--- config.mk ---
export PLATFORM = sky130hd
export DESIGN_NAME = frac_out_accum
export DESIGN_NICKNAME = d
export VERILOG_FILES = /design/src/rtl/frac_pkg.sv /design/src/rtl/frac_sync_fifo.sv /design/src/rtl/frac_out_accum.sv
export SDC_FILE = /design/constraint.sdc
export NUM_CORES = 1
export LEC_CHECK = 0
export CORE_MARGIN = 4
export CORE_UTILIZATION = 25
export CTS_BUF_LIST = sky130_fd_sc_hd__clkbuf_16
export CTS_CLUSTER_SIZE = 40
export DETAILED_ROUTE_END_ITERATION = 10
export MAX_ROUTING_LAYER = met4
export PLACE_DENSITY = 0.39
export SYNTH_ARGS = -nofsm -noshare
export SYNTH_HDL_FRONTEND = slang
export SYNTH_SLANG_ARGS = --single-unit
--- constraint.sdc ---
create_clock -name clk -period 5 [get_ports clk]
set_input_delay 0.5 -clock clk [delete_from_list [all_inputs] [get_ports clk]]
set_output_delay 0.5 -clock clk [all_outputs]
set_load 0.01 [all_outputs]
--- src/rtl/frac_pkg.sv ---
// Shared constants and helpers for the fractional-operator datapath stages.
// Fixed-point format throughout is signed Q8.24.
package frac_pkg;

    localparam int DATA_W        = 32;
    localparam int FRAC          = 24;
    localparam int STEP_Q24      = 167772;
    localparam int ALPHA_Q24     = 8388608;
    localparam int STEP_BETA_Q24 = 16861102;

    localparam logic signed [DATA_W-1:0] SAT_MAX = {1'b0, {(DATA_W-1){1'b1}}};
    localparam logic signed [DATA_W-1:0] SAT_MIN = {1'b1, {(DATA_W-1){1'b0}}};

    // Result of a saturating add: clipped value plus a flag telling whether it clipped.
    typedef struct packed {
        logic                     clip;
        logic signed [DATA_W-1:0] val;
    } sat_res_t;

    // One guard bit is enough: overflow shows as a disagreement between the two top bits.
    function automatic sat_res_t sat_add(input logic signed [DATA_W-1:0] a,
                                         input logic signed [DATA_W-1:0] b);
        logic signed [DATA_W:0] sum;
        sat_res_t               r;
        sum    = {a[DATA_W-1], a} + {b[DATA_W-1], b};
        r.clip = sum[DATA_W] ^ sum[DATA_W-1];
        if (!r.clip)
            r.val = sum[DATA_W-1:0];
        else if (sum[DATA_W])
            r.val = SAT_MIN;
        else
            r.val = SAT_MAX;
        return r;
    endfunction

endpackage

--- src/rtl/frac_sync_fifo.sv ---
// Small synchronous FIFO holding integral results for the downstream consumer.
// Head entry is presented combinationally; an empty FIFO presents zero.
module frac_sync_fifo #(
    parameter int DATA_W     = 32,
    parameter int FIFO_DEPTH = 4
) (
    input  logic              clk,
    input  logic              Rst_n,
    input  logic              push,
    input  logic              pop,
    input  logic [DATA_W-1:0] din,
    output logic [DATA_W-1:0] dout,
    output logic              full,
    output logic              empty
);

    localparam int AW = (FIFO_DEPTH > 1) ? $clog2(FIFO_DEPTH) : 1;

    logic [DATA_W-1:0] mem [FIFO_DEPTH];
    logic [AW-1:0]     wr_ptr;
    logic [AW-1:0]     rd_ptr;
    logic [AW:0]       count;
    logic              wr_en;
    logic              rd_en;

    // A push into a full FIFO only lands when a pop frees the head on the same edge.
    assign wr_en = push && (!full || pop);
    assign rd_en = pop && !empty;
    assign full  = (count == (AW+1)'(FIFO_DEPTH));
    assign empty = (count == '0);
    assign dout  = empty ? '0 : mem[rd_ptr];

    // Storage array; contents are don't-care until written.
    always_ff @(posedge clk) begin
        if (wr_en)
            mem[wr_ptr] <= din;
    end

    // Pointers wrap naturally because the depth is a power of two.
    always_ff @(posedge clk or negedge Rst_n) begin
        if (!Rst_n) begin
            wr_ptr <= '0;
            rd_ptr <= '0;
            count  <= '0;
        end else begin
            if (wr_en)
                wr_ptr <= wr_ptr + AW'(1);
            if (rd_en)
                rd_ptr <= rd_ptr + AW'(1);
            case ({wr_en, rd_en})
                2'b10:   count <= count + (AW+1)'(1);
                2'b01:   count <= count - (AW+1)'(1);
                default: count <= count;
            endcase
        end
    end

endmodule

--- src/rtl/frac_out_accum.sv ---
// Euler reconstruction of the fractional operator's output: each new derivative
// sample (flagged by a toggle change) is scaled by the time step and added into a
// saturating Q8.24 running integral, which is then queued for the consumer.
module frac_out_accum #(
    parameter int DATA_W     = 32,
    parameter int FRAC       = 24,
    parameter int STEP       = 167772,
    parameter int FIFO_DEPTH = 4,
    parameter int CNT_W      = 16
) (
    input  logic                     clk,
    input  logic                     Rst_n,
    input  logic signed [DATA_W-1:0] in_data,
    input  logic                     in_toggle,
    input  logic                     acc_clr,
    output logic signed [DATA_W-1:0] out_data,
    output logic                     out_valid,
    input  logic                     out_ready,
    output logic                     out_sat,
    output logic                     drop_flag,
    output logic [CNT_W-1:0]         sample_cnt,
    output logic [CNT_W-1:0]         drop_cnt
);

    import frac_pkg::*;

    localparam logic signed [DATA_W-1:0] STEP_S  = DATA_W'(STEP);
    localparam logic signed [DATA_W-1:0] ACC_MAX = {1'b0, {(DATA_W-1){1'b1}}};
    localparam logic signed [DATA_W-1:0] ACC_MIN = {1'b1, {(DATA_W-1){1'b0}}};

    function automatic logic signed [2*DATA_W-1:0] sext2(input logic signed [DATA_W-1:0] x);
        return {{DATA_W{x[DATA_W-1]}}, x};
    endfunction

    // Drop the step's fractional bits (floor) and clamp back into the sample width.
    function automatic logic signed [DATA_W-1:0] shift_sat(input logic signed [2*DATA_W-1:0] p);
        logic signed [2*DATA_W-1:0] s;
        s = p >>> FRAC;
        if (s > sext2(ACC_MAX))
            return ACC_MAX;
        else if (s < sext2(ACC_MIN))
            return ACC_MIN;
        else
            return s[DATA_W-1:0];
    endfunction

    logic                       tog_q;
    logic                       new_smp;
    logic signed [2*DATA_W-1:0] prod_p1;
    logic                       vld_p1;
    logic signed [DATA_W-1:0]   res_p2;
    logic                       vld_p2;
    logic signed [DATA_W-1:0]   acc;
    sat_res_t                   acc_nxt;
    logic                       push;
    logic                       fifo_full;
    logic                       fifo_empty;
    logic [DATA_W-1:0]          fifo_dout;

    assign new_smp = (in_toggle != tog_q);

    // Stage 1: detect a fresh sample and form the full-width step product.
    always_ff @(posedge clk or negedge Rst_n) begin
        if (!Rst_n) begin
            tog_q   <= 1'b0;
            vld_p1  <= 1'b0;
            prod_p1 <= '0;
        end else begin
            tog_q  <= in_toggle;
            vld_p1 <= new_smp;
            if (new_smp)
                prod_p1 <= sext2(in_data) * sext2(STEP_S);
        end
    end

    // Stage 2: rescale the product back to Q8.24.
    always_ff @(posedge clk or negedge Rst_n) begin
        if (!Rst_n) begin
            vld_p2 <= 1'b0;
            res_p2 <= '0;
        end else begin
            vld_p2 <= vld_p1;
            if (vld_p1)
                res_p2 <= shift_sat(prod_p1);
        end
    end

    // Stage 3: accumulate, enqueue and account; a clear wins over a sample arriving now.
    assign acc_nxt = sat_add(acc, res_p2);
    assign push    = vld_p2 && !acc_clr;

    // Integral, sticky flags and counters.
    always_ff @(posedge clk or negedge Rst_n) begin
        if (!Rst_n) begin
            acc        <= '0;
            out_sat    <= 1'b0;
            drop_flag  <= 1'b0;
            sample_cnt <= '0;
            drop_cnt   <= '0;
        end else if (acc_clr) begin
            acc        <= '0;
            out_sat    <= 1'b0;
            drop_flag  <= 1'b0;
            sample_cnt <= '0;
            drop_cnt   <= '0;
        end else if (vld_p2) begin
            acc        <= acc_nxt.val;
            sample_cnt <= sample_cnt + CNT_W'(1);
            if (acc_nxt.clip)
                out_sat <= 1'b1;
            if (fifo_full && !out_ready) begin
                drop_flag <= 1'b1;
                if (drop_cnt != '1)
                    drop_cnt <= drop_cnt + CNT_W'(1);
            end
        end
    end

    frac_sync_fifo #(
        .DATA_W     (DATA_W),
        .FIFO_DEPTH (FIFO_DEPTH)
    ) u_fifo (
        .clk   (clk),
        .Rst_n (Rst_n),
        .push  (push),
        .pop   (out_ready),
        .din   (acc_nxt.val),
        .dout  (fifo_dout),
        .full  (fifo_full),
        .empty (fifo_empty)
    );

    assign out_data  = fifo_dout;
    assign out_valid = !fifo_empty;

endmodule

==> impl_metrics.json <==
{
  "syn_area_per_cell_um2": 10.9,
  "yosysUniqueCellTypes": 72,
  "vias_per_cell": 4.24,
  "async_flop_share_pct": 50.6,
  "slew-limit-headroom_pct": 38.2,
  "synth_area_mm2": 0.0225,
  "drv_slew": 0,
  "fin_nets": 2975,
  "grt-ovfl-total": 0,
  "die_width_um": 308,
  "finalSetupViolations": 19,
  "insertion_delay_ps": 560,
  "synthToLayoutAreaGrowth_pct": 32.6,
  "cp-end-kind": "flop",
  "critPathArrivalTime_ps": 5780,
  "grt_setup_unrepaired": "yes",
  "syn_inst": 2067,
  "grt_pass1_vias": 17214,
  "yosys_register_bits": 259,
  "die_h_um": 308,
  "drt-met1-wl_mm": 29.6,
  "maxCapViolCount": 0,
  "finalHoldViolCount": 0,
  "cp.required_ps": 5420,
  "wl_met3_mm": 1.01,
  "ios": 104,
  "grt_pass1_wl_mm": 95.6,
  "path_class": "in2reg",
  "start_util_pct": 25.3,
  "fp.coreArea_mm2": 0.0889,
  "clk_pin_slew_ps": 70,
  "clock_sinks": 259,
  "insertedDiodeCount": 0,
  "cp-start-kind": "primary input",
  "wirelength_mm": 58.6,
  "finalSetupTns_ps": -4630,
  "antenna_found_initial": 0,
  "min-delay-path-class": "in2async",
  "fillers": 9071,
  "outcome": "complete, but fails checks",
  "cp_max_fo": 5,
  "crit_start": "in_data[16]",
  "multi_input_area_mm2": 0.0151,
  "syn_nets": 2566,
  "holdBufCountCts": 0,
  "grt_max_degree": 90,
  "seq_area_mm2": 0.00712,
  "gp_congestion": 0.833,
  "synth-seq-area-share_pct": 31.6,
  "first_pass_iters": 4,
  "io_buffer_count": 103,
  "drive_above_1_share_pct": 29.2,
  "period_share_pct": 107,
  "rows": 109,
  "cts_htree_levels": 1,
  "topRoutingLayerUsed": "met4",
  "numCtsBuffers": 28,
  "reg2reg_from": "res_p2[0]",
  "max_freq_mhz": 187,
  "fin_crit_ps": 5350,
  "synth-edff-count": 128,
  "failed_checks": "setup timing",
  "vias": 15543,
  "setup_slack_ps": -354,
  "wl_per_cell_um": 16.0,
  "synth_flop_cell": "dfrtp_1",
  "drc": 0,
  "worst_pin_slew_ps": 920,
  "wl_met2_mm": 27.2,
  "cts_tree": "done",
  "yosysWarnings": 0,
  "skew_ps": 26.8,
  "drt_iter0_markers": 781,
  "cts_max_path_buffers": 3,
  "grtUsageTotal_pct": 12.9,
  "dieArea_mm2": 0.0949,
  "drtAntennaViolNets": 0,
  "dp_hpwl_mm": 47.4,
  "clockRootBuffer": "clkbuf_16"
}
-- through the flow --
stage	util [%]	std cells	cell area, um^2	worst slack, ps	hold slack [ps]
floorplan	-	2067	23400	-211	204
global placement	31.1	3547	27700	-1350	469
detailed placement	31.1	3547	27700	-1350	472
CTS	33.2	3650	29600	-366	51.0
global route	33.6	3663	29800	-601	87.5
finish	33.6	3663	29800	-354	36.0
-- sequential cells by signal, indices dropped and copies added, names as in the netlist, 2 cells and up --
name / flops
sample_cnt: 16
drop_cnt: 16
res_p2: 28
u_fifo.rd_ptr: 2
u_fifo.mem: 128
u_fifo.count: 3
prod_p1: 27
u_fifo.wr_ptr: 2
acc: 32
-- worst max-delay path, stage by stage --
cell	delay [ps]
buf_6	90
buf_6	110
buf_6	120
ha_4	260
inv_2	40
fa_2	530
fa_1	420
inv_2	90
fa_2	440
fa_1	500
inv_2	40
fa_1	490
inv_2	50
ha_4	280
nand4_1	210
nor3_2	160
nand3_1	120
nand4_1	200
buf_6	130
a41oi_4	150
buf_4	190
nor4_4	200
a41oi_2	160
xnor2_1	180
o21ai_1	90
-- Yosys cell counts, types with 5 or more instances --
master | n | area share (%)
a31oi_1 | 14 | 0.39
mux2i_1 | 6 | 0.27
and4_1 | 6 | 0.23
o21bai_1 | 5 | 0.17
a21o_1 | 25 | 0.83
nor3_1 | 18 | 0.40
a21oi_1 | 70 | 1.6
edfxtp_1 | 128 | 17
inv_1 | 413 | 6.9
o22ai_1 | 5 | 0.14
fa_1 | 242 | 22
xor2_1 | 58 | 2.3
nor2_1 | 128 | 2.1
nor2b_1 | 5 | 0.14
o211ai_1 | 9 | 0.30
and3_1 | 12 | 0.33
o31ai_1 | 7 | 0.23
and2_1 | 42 | 1.2
nand3_1 | 25 | 0.56
xnor2_1 | 48 | 1.9
o21a_1 | 7 | 0.23
a211oi_1 | 8 | 0.27
nand2b_1 | 10 | 0.28
dfrtp_1 | 131 | 15
mux2_2 | 26 | 1.3
a211oi_2 | 32 | 1.8
o21ai_0 | 53 | 1.2
ha_1 | 220 | 12
mux4_2 | 32 | 3.2
clkbuf_1 | 44 | 0.73
nand2_1 | 139 | 2.3
nand4_1 | 26 | 0.72
-- final timing paths --
check | cells past startpoint | slack [ps] | end
worst max register to register | 12 | 1130 | u_fifo.mem[0][20]
min in group clk | 1 | 480 | u_fifo.count[2]
worst min-delay path | 1 | 40 | drop_cnt[6]
worst max-delay path | 25 | -350 | prod_p1[49]
worst min register to register | 1 | 480 | u_fifo.count[2]
max in group asynchronous | 2 | 3880 | res_p2[0]
-- area by class of cell --
class	count	area share, %
Inverter	414	5.22
Sequential cell	259	23.9
Clock inverter	22	0.642
Clock buffer	30	2.52
Tap cell	1165	4.88
Multi-Input combinational cell	1338	50.5
Timing Repair Buffer	435	12.4
-- metal layers --
layer	vias to the layer above	global-route usage [%]
met5	-	-
met4	0	2.15
met3	37	0.797
met2	153	21.1
met1	7710	18.0
li1	7643	-
-- cells in the final DEF, fill, tap and decap left out, types with 9 or more instances in the layout --
| cell | Yosys | layout |
|---|---|---|
| o21ai_1 | 1 | 13 |
| xor2_1 | 58 | 58 |
| mux2_2 | 26 | 26 |
| nand2b_1 | 10 | 10 |
| nand2_1 | 139 | 136 |
| nand3_1 | 25 | 23 |
| a21o_1 | 25 | 25 |
| nor3_1 | 18 | 13 |
| xnor2_1 | 48 | 44 |
| and3_1 | 12 | 12 |
| nor2_1 | 128 | 124 |
| buf_4 | 2 | 290 |
| a21oi_1 | 70 | 58 |
| ha_4 | 0 | 74 |
| edfxtp_1 | 128 | 128 |
| a31oi_1 | 14 | 11 |
| buf_6 | 4 | 46 |
| a211oi_2 | 32 | 38 |
| dfrtp_1 | 131 | 129 |
| fa_2 | 0 | 18 |
| clkdlybuf4s50_1 | 0 | 69 |
| inv_2 | 1 | 59 |
| a21oi_2 | 0 | 11 |
| nand4_1 | 26 | 26 |
| clkbuf_16 | 0 | 30 |
| and2_1 | 42 | 42 |
| mux4_2 | 32 | 32 |
| inv_1 | 413 | 358 |
| o211ai_1 | 9 | 9 |
| o21ai_0 | 53 | 34 |
| ha_1 | 220 | 143 |
| fa_1 | 242 | 224 |
-- logic make-up after synthesis --
kind of cell	after synthesis	share of synthesized area (%)
AOI/OAI and AO/OA	268	8.40
xor gates and xnor gates	106	4.12
adders and majority gates	463	33.8
buffers and inverters	470	8.02
DFF	259	31.6
muxes	65	4.87
and+or+nand+nor	436	9.15
-- timing repair --
item / 4_1_cts / 5_1_grt
resized for setup: 194 / 94
hold endpoints to repair: 0 / 0
pin swaps: 101 / 89
cloned: 0 / 0
endpoints found under the setup margin: 27 / 27
buffers inserted: 55 / 28
Power is not shown: default switching activity piles up to over one toggle a cycle in this logic, so the estimate is an artifact.
